`config.mk`:
```
export PLATFORM = sky130hd
export DESIGN_NAME = io_intr_ctrl
export DESIGN_NICKNAME = d
export VERILOG_FILES = /design/src/rtl/io_intr_pkg.sv /design/src/rtl/io_prio_enc.sv /design/src/rtl/io_intr_ctrl.sv
export SDC_FILE = /design/constraint.sdc
export NUM_CORES = 1
export LEC_CHECK = 0
export BUFFER_PORTS_ARGS = -buffer_cell sky130_fd_sc_hd__buf_2
export CAP_MARGIN = 20
export CORE_UTILIZATION = 44
export DETAILED_ROUTE_END_ITERATION = 7
export GPL_TIMING_DRIVEN = 1
export PLACE_DENSITY_LB_ADDON = 0.1
export SLEW_MARGIN = 5
export SYNTH_ARGS = -nofsm -noshare
export SYNTH_HDL_FRONTEND = slang
export SYNTH_SLANG_ARGS = --single-unit
```
`constraint.sdc`:
```
create_clock -name clk -period 1.1 [get_ports clk]
set_input_delay 0 -clock clk [delete_from_list [all_inputs] [get_ports clk]]
set_output_delay 0 -clock clk [all_outputs]
set_load 0.02 [all_outputs]
```
`src/rtl/io_intr_pkg.sv`:
```
// Shared types and defaults for the I/O interrupt controller.
// The vector defaults must match the CPU control unit and the assembler vector table.
package io_intr_pkg;

  typedef enum logic [1:0] {
    IDLE    = 2'd0,
    REQ     = 2'd1,
    SERVICE = 2'd2
  } state_e;

  localparam logic [9:0]  DEF_VEC_BASE   = 10'h3C0;
  localparam int unsigned DEF_VEC_STRIDE = 4;
  localparam int unsigned ID_W           = 3;

endpackage

```
`src/rtl/io_prio_enc.sv`:
```
// Fixed-priority encoder: lowest set index wins.
module io_prio_enc
  import io_intr_pkg::*;
#(
  parameter int N_SRC = 4
) (
  input  logic [N_SRC-1:0] req,
  output logic             valid,
  output logic [ID_W-1:0]  idx
);

  always_comb begin
    valid = |req;
    idx   = '0;
    for (int i = N_SRC - 1; i >= 0; i--) begin
      if (req[i]) idx = ID_W'(i);
    end
  end

endmodule

```
`src/rtl/io_intr_ctrl.sv`:
```
// Interrupt controller: edge-detects I/O events, masks them, and runs the
// request/ack/return handshake with the CPU control unit (no nesting).
module io_intr_ctrl
  import io_intr_pkg::*;
#(
  parameter int               N_SRC      = 4,
  parameter int               PC_W       = 10,
  parameter logic [PC_W-1:0]  VEC_BASE   = PC_W'(DEF_VEC_BASE),
  parameter int unsigned      VEC_STRIDE = DEF_VEC_STRIDE
) (
  input  logic             clk,
  input  logic             reset,
  input  logic [N_SRC-1:0] irq_in,
  input  logic             mask_we,
  input  logic [N_SRC-1:0] mask_wdata,
  output logic [N_SRC-1:0] mask_q,
  output logic [N_SRC-1:0] pending_q,
  output logic             intr_req,
  output logic [PC_W-1:0]  intr_vec,
  input  logic             intr_ack,
  input  logic             reti,
  output logic [ID_W-1:0]  active_id,
  output logic             in_service
);

  state_e           state_q, state_d;
  logic [N_SRC-1:0] irq_prev;
  logic [N_SRC-1:0] evt;
  logic [N_SRC-1:0] clr;
  logic             take;
  logic             win_vld;
  logic [ID_W-1:0]  win_idx;

  io_prio_enc #(.N_SRC(N_SRC)) u_prio (
    .req   (pending_q & mask_q),
    .valid (win_vld),
    .idx   (win_idx)
  );

  assign evt  = irq_in & ~irq_prev;
  assign take = (state_q == REQ) && intr_ack;

  always_comb begin
    clr = '0;
    for (int i = 0; i < N_SRC; i++) begin
      clr[i] = take && (active_id == ID_W'(i));
    end
  end

  always_comb begin
    state_d = state_q;
    case (state_q)
      IDLE:    if (win_vld)  state_d = REQ;
      REQ:     if (intr_ack) state_d = SERVICE;
      SERVICE: if (reti)     state_d = IDLE;
      default: state_d = IDLE;
    endcase
  end

  // irq_prev resets high so lines already asserted at reset release are not seen as edges.
  always_ff @(posedge clk) begin
    if (!reset) begin
      state_q   <= IDLE;
      irq_prev  <= '1;
      pending_q <= '0;
      mask_q    <= '0;
      active_id <= '0;
    end else begin
      state_q   <= state_d;
      irq_prev  <= irq_in;
      pending_q <= (pending_q & ~clr) | evt;
      if (mask_we) mask_q <= mask_wdata;
      if (state_q == IDLE && win_vld) active_id <= win_idx;
    end
  end

  // active_id is frozen outside IDLE, so the vector stays stable through REQ.
  assign intr_req   = (state_q == REQ);
  assign in_service = (state_q == SERVICE);
  assign intr_vec   = VEC_BASE + PC_W'(32'(active_id) * VEC_STRIDE);

endmodule

```
Yosys cells after proc, flatten, opt, wreduce, memory -nomap -nowiden
Cells that the tools add are included.

word-level totals
  bits in registers = 17
  output and inout port bits = 23

cells by class
  $add $sub $neg = 1
  equality and inequality tests = 8
  multiplexer cells = 8
  bitwise logic cells = 6
  reduce and logical (&&, ||, !) cells = 10

operators by type and width
  operator             count
  $mux 2               7
  $and 4x4->4          3
  $add 7x6->8 const A  1
  $not 4->4            2
  $eq 3x2->1 const B   2
  $logic_and 1x1->1    6
  $pmux 2 s3           1
  $ne 2x2->1 const B   2
  $or 4x4->4           1
  $reduce_or 4->1      1
  $eq 3x1->1 const B   1
  $logic_not 3->1      1
  $reduce_and 3->1     1
  $eq 2x1->1 const B   1
  $eq 2x2->1 const B   1
  $logic_not 2->1      1
  $ne 2x1->1 const B   1

Depth between registers and ports, before layout
Gate-level depths: netlist (run 1).

  word-level depth = 6
  mapped depth = 4
  gate-level depth less buffers = 4

By module
A second synthesis (run 1) with hierarchy kept.

second synthesis, totals
  cell total of the unflattened synthesis = 92
  area, all modules = 824.5 um2

modules (own cells, without submodules)
  module        times used  cells an instance  area an instance (um2)  seq. area each (um2)
  io_intr_ctrl  1           83                 778.2                   340.3
  io_prio_enc   1           9                  46.3                    0.0

Worst setup path before layout (run 1)
No wires, ideal clock.

  kind = register to register
  start = register mask_q[1]
  end = register active_id[0]
  library setup time = 74 ps
  data arrival time = 1040 ps
  data required time = 1026 ps
  path slack = -14 ps
  cell stages (with the launch flop) = 5
  cells stage by stage = dfxtp_1 > a22oi_1 > a311oi_1 > nand4_1 > o21ai_0

between the ends
  cells in the longest elaborated chain, start to end = 3
  elaborated cells on any way between the ends = 5
  classes of those cells = 2 x mux; 1 x bitwise; 2 x reduce/logical

RTL lines
  item                                                line                                   text
  from (decl)                                         io_intr_ctrl.sv:16                     output logic [N_SRC-1:0] mask_q,
  from (signal assigned)                              io_intr_ctrl.sv:72                     if (mask_we) mask_q <= mask_wdata;
  $and 4x4->4 *                                       io_intr_ctrl.sv:35                     .req (pending_q & mask_q),
  $mux 2 / $reduce_or 4->1 (equally long branches)    io_prio_enc.sv:16, io_prio_enc.sv:13
  $mux 2 / $logic_and 1x1->1 (equally long branches)  io_prio_enc.sv:16, io_intr_ctrl.sv:73
  to (signal assigned)                                io_intr_ctrl.sv:73                     if (state_q == IDLE && win_vld) active_id <= win_idx;
  to (decl)                                           io_intr_ctrl.sv:22                     output logic [ID_W-1:0] active_id,

Every way passes the cells marked *; elsewhere a longest branch is shown, timed or not.
A chain may end at the register's enable or synchronous reset.

Final worst setup path (run 1)
  start = register pending_q[2]
  end = register active_id[0]

between the ends
  cells in the longest elaborated chain, start to end = 4
  elaborated cells on any way between the ends = 6
  classes of those cells = 3 x mux; 1 x bitwise; 2 x reduce/logical

RTL lines
  item                    line                text
  from (decl)             io_intr_ctrl.sv:17  output logic [N_SRC-1:0] pending_q,
  from (signal assigned)  io_intr_ctrl.sv:71  pending_q <= (pending_q & ~clr) | evt;
  $and 4x4->4 *           io_intr_ctrl.sv:35
  $mux 2 (3 in series)    io_prio_enc.sv:16   if (req[i]) idx = ID_W'(i);

Marked as above.

==> flow_summary.json, run 1 <==
{
  "whs_path_depth": 3,
  "post-route-period-util_pct": 98.4,
  "fin_tns_setup_ns": 0,
  "start_kind": "flop",
  "ys_warn_count": 0,
  "grt_max_degree": 18,
  "dp_hpwl_um": 1060,
  "cts_setup_buffers": 0,
  "power_frac_comb_pct": 18.0,
  "area_delta_synth_final_pct": 38.0,
  "regToRegSetupSlack_ns": 0.02,
  "synth_area_um2": 743,
  "netlist.area_leader.share_pct": 43.1,
  "die_area_mm2": 0.00186,
  "peakVddDrop_mv": 0.682,
  "ys.flop_type": "dfxtp_1",
  "max_freq_ghz": 0.924,
  "first_pass_iters": 3,
  "worst_clock_skew_ns": 0.0101,
  "hold_violations": 0,
  "preCtsSetupSlack_ns": 0.00745,
  "p_int_uw": 915,
  "utilization_pct": 66.6,
  "drc_errors": 0,
  "synth_edf_count": 0,
  "status": "complete, no violations",
  "clk_pin_slew_ns": 0.10,
  "slew_viol_final": 0,
  "hp-class": "in -> reg",
  "ios": 36,
  "clock_power_share_pct": 31.4,
  "multi_input_area_um2": 365,
  "critPathKind": "reg -> reg",
  "viasPerCell": 4.65,
  "slowest_stage": "dfxtp_1",
  "p_switching_uw": 328,
  "clockBufferDepth": 2,
  "crit_required_ns": 1.31,
  "clock_latency_ns": 0.29,
  "async_reset_ff_share_pct": 0,
  "r2r_cells": 4,
  "cpPeakStageDelay_ns": 0.36,
  "cts_buffers": 3,
  "io_buffers": 26,
  "cts-root-buf": "clkbuf_4",
  "route.antenna.remaining_nets": 0,
  "n_antenna_cell": 0,
  "ys_types": 27,
  "worst_slack_ns": 0.0177,
  "ys_seq_elements": 16,
  "synth_area_leaders": "dfxtp_1 (43%), buf_4 (11%), nor2b_1 (8.4%), mux2i_1 (5.4%), nand2b_1 (3.4%)",
  "cts_sinks": 16,
  "cp_data_arrival_time_ns": 1.29,
  "min_delay_worst_endpoint": "mask_q[1]",
  "grt_usage_pct": 17.5,
  "grt_pass1_wl_um": 2380,
  "htreeDepth": 1,
  "start_util_pct": 48.2,
  "synth_most_common_cell": "dfxtp_1",
  "timing.critical_path.cells": "nand2_1 > a311oi_2 > nand4_1 > o21ai_0",
  "cts_tree": "built",
  "leakagePower_uw": 0.000503,
  "place_congestion": 0.698,
  "core_mm2": 0.00154,
  "power_density_mw_per_mm2": 1210,
  "synth_seq_area_share_pct": 43.1,
  "grt_remaining_overflow": 0,
  "postRouteWirelength_um": 1500,
  "synthCells": 82,
  "nets": 135,
  "drive_gt1_share_pct": 38.8,
  "synthTopCellsByCount": "dfxtp_1 (16), buf_4 (11), nor2b_1 (10), nand2_1 (6)",
  "maxCapViolations": 0,
  "endpoint_kind": "flop",
  "antenna_found_initial": 0,
  "yosysTopAreaCell": "dfxtp_1",
  "min_period_ns": 1.08,
  "cp_max_fo": 3,
  "routedWlPerCell_um": 10.9,
  "worstReg2RegEnd": "active_id[0]",
  "seq_area_um2": 332,
  "drt_iter0_drc": 7,
  "rr_startpoint": "pending_q[2]",
  "num_vias": 637,
  "p_sw_share_pct": 26.4,
  "fill_cells": 152,
  "seq_power_share_pct": 50.6,
  "die_w_um": 43.1,
  "die_h_um": 43.1,
  "worstHoldStart": "mask_wdata[1]",
  "finalSetupViolations": 0,
  "syn_area_per_cell_um2": 9.06,
  "rows": 14,
  "first_global_vias": 586
}
per-layer routing:
layer | part of all wire (%) | global-route usage (%) | vias up
li1 | - | - | 335
met1 | 45 | 19.6 | 273
met2 | 47 | 29.0 | 27
met3 | 7.4 | 7.23 | 2
met4 | 0.60 | 7.27 | 0
met5 | 0 | 0 | -
cell usage in the layout, fill, tap and decap left out:
master         Yosys  final
nand2b_1           4      4
nand2_1            6      6
dfxtp_2            0      3
nor2b_1           10     10
buf_6              0      1
nand4_1            1      1
nor4bb_1           1      1
mux2i_1            4      4
a31oi_1            1      1
o21a_1             1      1
and2b_2            2      2
nor3_2             1      1
a311oi_2           0      1
clkbuf_4           0      3
buf_4             11      7
nor2_1             4      4
dlygate4sd3_1      0      8
conb_1             2      9
a21oi_1            4      4
buf_2              0     25
o21ai_0            3      3
dfxtp_4            0      2
clkbuf_8           0      1
a21boi_1           1      1
nand3_1            1      1
nor3b_1            1      1
o31ai_1            1      1
dfxtp_1           16     11
a22oi_2            0      1
a32o_1             1      1
inv_1              1      1
and3b_1            1      1
registers in the layout (all words and copies together) (netlist names):
| register | flops |
|---|---|
| mask_q | 4 |
| irq_prev | 4 |
| active_id | 2 |
| pending_q | 4 |
| state_q | 2 |
worst max path at each step:
stage	startpoint	to	slack [ns]	depth (start not counted)
after floorplan	mask_q[2]	active_id[0]	0.005	4
after global placement	state_q[0]	pending_q[1]	0.006	4
after detailed placement	state_q[0]	pending_q[1]	0.007	4
after CTS	state_q[0]	in_service	0.01	2
after global routing	pending_q[2]	active_id[0]	-0.08	4
final	pending_q[2]	active_id[0]	0.02	4
cell families (layout without fill, tap and decap cells):
family | count (synthesis) | count (layout) | synth area share, %
DFF | 16 | 16 | 43.1
other | 2 | 9 | 1.01
buffers and inverters | 14 | 46 | 12.8
muxes | 4 | 4 | 5.39
and+or+nand+nor | 32 | 32 | 25.6
AOI/OAI and AO/OA | 14 | 14 | 12.1
through the flow:
stage	power (uW)	hold slack [ns]	std cells	instance area [um^2]
floorplan	790	0.0730	89	772
global placement	838	0.193	125	883
detailed placement	841	0.198	125	883
CTS	1250	0.00198	137	1000
global route	1310	0.00703	137	1030
finish	1240	0.00178	137	1030
worst max-delay path: cells and delay by family (launching register included):
family	cells	cell delay [ns]
AO/OA/AOI/OAI	2	0.41
flip-flops	1	0.36
AND/OR/NAND/NOR	2	0.23
layout make-up:
cell class                      count  area share, %
Timing Repair Buffer               41           26.2
Tap cell                           16           1.95
Inverter                            1          0.366
Clock buffer                        4           3.54
Multi-Input combinational cell     59           35.6
Sequential cell                    16           32.3
power by group through the flow:
stage | registers, uW | logic [uW] | clock network, uW
floorplan | 666 | 124 | 0
finish | 629 | 224 | 390
CTS | 630 | 221 | 402
global placement | 641 | 197 | 0
global route | 633 | 243 | 430
detailed placement | 643 | 198 | 0
what timing repair did:
item	in CTS	in global routing
endpoints found under the hold margin	8	0
hold buffers	8	0
resized for setup	2	7
endpoints found under the setup margin	3	3
Power figures use the tool's default switching activity.
==> run 2: changes to the inputs <==
--- a/config.mk
+++ b/config.mk
@@ -7,7 +7,7 @@
 export LEC_CHECK = 0
 export BUFFER_PORTS_ARGS = -buffer_cell sky130_fd_sc_hd__buf_2
 export CAP_MARGIN = 20
-export CORE_UTILIZATION = 44
+export CORE_UTILIZATION = 35
 export DETAILED_ROUTE_END_ITERATION = 7
 export GPL_TIMING_DRIVEN = 1
 export PLACE_DENSITY_LB_ADDON = 0.1
==> constraint.sdc (replaced) <==
create_clock -name clk -period 1.2 [get_ports clk]
set_input_delay 0 -clock clk [delete_from_list [all_inputs] [get_ports clk]]
set_output_delay 0 -clock clk [all_outputs]
set_load 0.02 [all_outputs]
==> run 2 against run 1 <==
Net effect:
- global-route usage is 3.5 points lower
- wire length grew 1.3%
- combinational power shrank 16%
- maximum frequency fell by 2.3%
- critical endpoint unchanged
- highest routed layer unchanged
==> flow_summary.json, run 2 (same netlist as run 1, synthesis figures left out) <==
{
  "status": "complete, no violations",
  "hold_violations": 0,
  "whs_ns": 0.0107,
  "io_buffers": 26,
  "num_vias": 637,
  "route.antenna.remaining_nets": 0,
  "grt_remaining_overflow": 0,
  "cpPeakStageDelay_ns": 0.40,
  "utilization_pct": 48.9,
  "start_kind": "flop",
  "viasPerCell": 4.45,
  "area_delta_synth_final_pct": 30.5,
  "final_cell_mix": "buf_2 (26), dfxtp_1 (14), nor2b_1 (10)",
  "grt_usage_pct": 14.0,
  "postRouteWirelength_um": 1520,
  "core_mm2": 0.00198,
  "dp_hpwl_um": 1070,
  "largest_registers": "irq_prev x4, mask_q x4, pending_q x4",
  "die_area_mm2": 0.00231,
  "peakVddDrop_mv": 0.515,
  "htreeDepth": 1,
  "critPathBufInv": 0,
  "die_w_um": 48.1,
  "antenna_found_initial": 0,
  "start_util_pct": 37.5,
  "first_pass_iters": 4,
  "worst_clock_skew_ns": 0.00533,
  "routedWlPerCell_um": 10.6,
  "die_h_um": 48.1,
  "rows": 16,
  "first_global_vias": 530,
  "cts_tree": "built",
  "power_density_mw_per_mm2": 1080,
  "fill_cells": 207,
  "cp_top_family": "compound AO/OA/AOI/OAI gates",
  "clock_latency_ns": 0.28,
  "cts-root-buf": "clkbuf_4",
  "seq_area_um2": 323,
  "worst_slack_ns": 0.0927,
  "rsz0062_at_grt": "false",
  "place_congestion": 0.719,
  "drc_errors": 0,
  "clk_pin_slew_ns": 0.09,
  "multi_input_area_um2": 354,
  "slowest_stage": "dfxtp_1",
  "cts_setup_buffers": 0,
  "cts_buffers": 3,
  "critPathKind": "reg -> reg",
  "timing.critical_path.cells": "a22oi_1 > a311oi_1 > nand4_1 > o21ai_0",
  "crit_required_ns": 1.42,
  "finalSetupViolations": 0,
  "slew_viol_final": 0,
  "preCtsSetupSlack_ns": 0.103,
  "endpoint_kind": "flop",
  "grt_pass1_wl_um": 2160,
  "hp-class": "in -> reg",
  "nets": 131,
  "cts_sinks": 16,
  "fin_tns_setup_ns": 0,
  "finalPower_uw": 1050,
  "drive_gt1_share_pct": 31.9,
  "grt_max_degree": 18,
  "max_freq_ghz": 0.903,
  "n_antenna_cell": 0,
  "cp_max_fo": 4,
  "post-route-period-util_pct": 92.3,
  "clockBufferDepth": 2,
  "ios": 36,
  "maxCapViolations": 0,
  "cp_data_arrival_time_ns": 1.32,
  "final_common_cell": "buf_2",
  "leakagePower_uw": 0.000470,
  "drt_iter0_drc": 13,
  "min_period_ns": 1.11
}
## run 2: metrics by stage
step           area [um^2]  cells
6_report               970    143
5_1_grt                970    143
4_1_cts                967    143
3_5_place_dp           865    132
3_3_place_gp           865    132
2_1_floorplan          769     89
## run 2: path summary, 6_finish.rpt
| path | cells after the start | slack [ns] | to | startpoint |
|---|---|---|---|---|
| hold reg to reg | 1 | 0.51 | state_q[0] | state_q[1] |
| setup reg to reg | 4 | 0.09 | active_id[0] | mask_q[1] |
| setup / recovery | 4 | 0.09 | active_id[0] | mask_q[1] |
| hold / removal | 4 | 0.01 | state_q[1] | reti |
## run 2: per-layer routing
metal	vias up	wire, um	GRT usage, %
met1	286	720	15.9
met3	4	69	2.26
met2	24	693	23.5
met4	0	34	10.0
met5	-	0	0
li1	323	-	-
## run 2: worst min-delay path: cells and delay by family
kind	cells	cell delay (ns)
compound gates	1	0.11
simple gates	1	0.05
buf+inv	2	0.10
## run 2: cell type report
cell class                      count  share of cell area (%)
Timing Repair Buffer               37                    24.0
Clock buffer                        3                    2.32
Tap cell                           27                    3.48
Sequential cell                    16                    33.3
Multi-Input combinational cell     59                    36.5
Inverter                            1                   0.387
## run 2: what timing repair did
item | in CTS | in global routing
endpoints found under the setup margin | 0 | 3
hold buffers | 8 | 0
endpoints found under the hold margin | 8 | 0
resized for setup | 0 | 2
## run 2: where the power goes
group / total (uW) / internal [uW] / switching (uW)
combinational: 188 / 85.2 / 103
clock: 281 / 116 / 165
sequential: 580 / 558 / 21.7
==> run 3: changes to the inputs <==
--- a/config.mk
+++ b/config.mk
@@ -14,4 +14,5 @@
 export SLEW_MARGIN = 5
 export SYNTH_ARGS = -nofsm -noshare
 export SYNTH_HDL_FRONTEND = slang
+export SYNTH_HIERARCHICAL = 1
 export SYNTH_SLANG_ARGS = --single-unit
==> run 3 against run 2 <==
Net effect:
- register-to-register slack hardly changed
- maximum frequency down 1.2%
- highest routed layer unchanged
- utilization is 1.9 points higher
- critical endpoint unchanged
- clock skew decreased by 0.0046 ns
- largest power group unchanged
- via count is 6.8% higher
- sequential cell count is 1 higher
- critical path depth is 2 higher
- sequential power is 4.7% higher
==> flow_summary.json, run 3 <==
{
  "drt_iter0_drc": 5,
  "final_cell_mix": "buf_2 (28), dfxtp_1 (10), nor2b_1 (9), dlygate4sd3_1 (9), conb_1 (8)",
  "seq_power_share_pct": 54.7,
  "synth_seq_area_share_pct": 41.3,
  "worstHoldStart": "intr_ack",
  "netlist.area_leader.share_pct": 41.3,
  "drive_gt1_share_pct": 42.0,
  "postRouteWirelength_um": 1600,
  "largest_registers": "irq_prev x4, mask_q x4, pending_q x4",
  "critPathKind": "reg -> reg",
  "grt_max_degree": 21,
  "whs_path_depth": 3,
  "viasPerCell": 4.28,
  "grt_pass1_wl_um": 2530,
  "start_kind": "flop",
  "nets": 145,
  "power_frac_comb_pct": 17.9,
  "endpoint_kind": "flop",
  "dp_hpwl_um": 1120,
  "die_area_mm2": 0.00255,
  "r2r_cells": 6,
  "cts_tree": "built",
  "clockBufferDepth": 2,
  "grt_usage_pct": 13.5,
  "slew_viol_final": 0,
  "leakagePower_uw": 0.000523,
  "p_switching_uw": 294,
  "die_w_um": 50.5,
  "worst_clock_skew_ns": 0.000740,
  "status": "complete, no violations",
  "fin_tns_setup_ns": 0,
  "clk_pin_slew_ns": 0.09,
  "max_freq_ghz": 0.892,
  "io_buffers": 28,
  "rr_startpoint": "pending_q[2]",
  "dp.cells": 143,
  "first_global_vias": 590,
  "yosysTopAreaCell": "dfxtp_1",
  "fill_cells": 215,
  "seq_area_um2": 349,
  "routedWlPerCell_um": 10.1,
  "cts_sinks": 17,
  "cts-root-buf": "clkbuf_4",
  "crit_required_ns": 1.38,
  "synth_edf_count": 0,
  "min_period_ns": 1.12,
  "ys_types": 22,
  "p_sw_share_pct": 26.5,
  "regToRegSetupSlack_ns": 0.08,
  "rows": 17,
  "maxCapViolations": 0,
  "first_pass_iters": 4,
  "cp_data_arrival_time_ns": 1.30,
  "n_antenna_cell": 0,
  "synth_area_um2": 825,
  "synth_area_leaders": "dfxtp_1 (41%), buf_4 (10%), nor2b_1 (6.8%), mux2i_1 (6.1%), nand2b_1 (5.3%)",
  "ys_seq_elements": 17,
  "p_int_uw": 817,
  "core_mm2": 0.00221,
  "syn_area_per_cell_um2": 8.96,
  "route.antenna.remaining_nets": 0,
  "hold_violations": 0,
  "clock_latency_ns": 0.29,
  "grt_remaining_overflow": 0,
  "peakVddDrop_mv": 0.759,
  "htreeDepth": 1,
  "preCtsSetupSlack_ns": 0.0441,
  "layout.cells.non_filler": 159,
  "ios": 36,
  "worst_slack_ns": 0.0793,
  "multi_input_area_um2": 424,
  "ys.flop_type": "dfxtp_1",
  "finalSetupViolations": 0,
  "power_density_mw_per_mm2": 987,
  "hp-class": "in -> reg",
  "num_vias": 680,
  "clock_power_share_pct": 27.4,
  "synthCells": 92,
  "ys_warn_count": 6,
  "synth_most_common_cell": "dfxtp_1",
  "synthTopCellsByCount": "dfxtp_1 (17), buf_4 (11), nor2b_1 (9), nand2b_1 (7), o21ai_0 (7)",
  "antenna_found_initial": 0,
  "final_common_cell": "buf_2",
  "post-route-period-util_pct": 93.4,
  "worstReg2RegEnd": "active_id[0]",
  "cts_buffers": 3,
  "start_util_pct": 37.3,
  "rsz0062_at_grt": "true",
  "drc_errors": 0,
  "async_reset_ff_share_pct": 0,
  "die_h_um": 50.5,
  "area_delta_synth_final_pct": 36.4,
  "min_delay_worst_endpoint": "state_q[1]",
  "place_congestion": 0.782,
  "cp_max_fo": 6
}
==> run 3: cell families (layout without fill, tap and decap cells) <==
group	after synthesis	after routing	synth area share, %
other	3	8	1.37
multiplexers	5	5	6.07
AO/OA/AOI/OAI	10	10	7.13
AND/OR/NAND/NOR	41	41	31.9
flip-flops	17	17	41.3
buffers and inverters	16	50	12.3
==> run 3: per-layer routing <==
layer / up-vias / part of all wire [%] / track usage [%] / wire, um
met4: 0 / 0.50 / 4.17 / 8
li1: 359 / - / - / -
met1: 292 / 47 / 15.9 / 753
met2: 27 / 46 / 22.2 / 741
met5: - / 0 / 0 / 0
met3: 2 / 5.9 / 5.45 / 95
==> run 3: worst max-delay path: stages, from the launching register on <==
cell and delay, ns:
dfxtp_2 0.34, and2_4 0.15, nor2_1 0.13, nand2_1 0.09, nor3b_4 0.17, nand3_1 0.07
o21ai_0 0.07
==> run 3: power groups by stage <==
stage | logic (uW) | clock network [uW] | registers, uW
2_1_floorplan | 107 | 0 | 640
4_1_cts | 189 | 327 | 605
6_report | 199 | 304 | 607
3_5_place_dp | 166 | 0 | 618
3_3_place_gp | 166 | 0 | 618
5_1_grt | 218 | 341 | 611
==> run 3: through the flow <==
step                      area (um^2)  total power [uW]  utilization (%)  hold WS, ns
final                            1120              1110             50.8       0.0312
after global routing             1120              1170             50.8       0.0440
after CTS                        1080              1120             48.8       0.0175
after detailed placement          963               785             43.6        0.197
after global placement            963               783             43.6        0.194
after floorplan                   852               747                -        0.101
==> run 3: layout make-up <==
type | instances | share of cell area [%]
clock buffer | 4 | 2.34
inverter | 2 | 0.667
multi-input combinational | 64 | 37.7
sequential | 17 | 31.0
tap | 28 | 3.11
timing repair buffer | 44 | 25.1
==> run 3: worst max path at each step <==
stage,end,slack (ns),depth (start not counted),from
6_report,active_id[0],0.08,6,pending_q[2]
3_3_place_gp,pending_q[0],0.02,3,active_id[2]
5_1_grt,active_id[1],-0.02,6,pending_q[2]
2_1_floorplan,active_id[0],0.004,5,mask_q[1]
4_1_cts,active_id[1],0.005,6,mask_q[0]
3_5_place_dp,active_id[1],0.04,6,mask_q[0]
==> run 3: what timing repair did <==
action / CTS / global route
hold buffers: 9 / 0
hold endpoints to repair: 10 / 0
setup buffers: 0 / 3
setup endpoints to repair: 0 / 4
resized for setup: 0 / 11
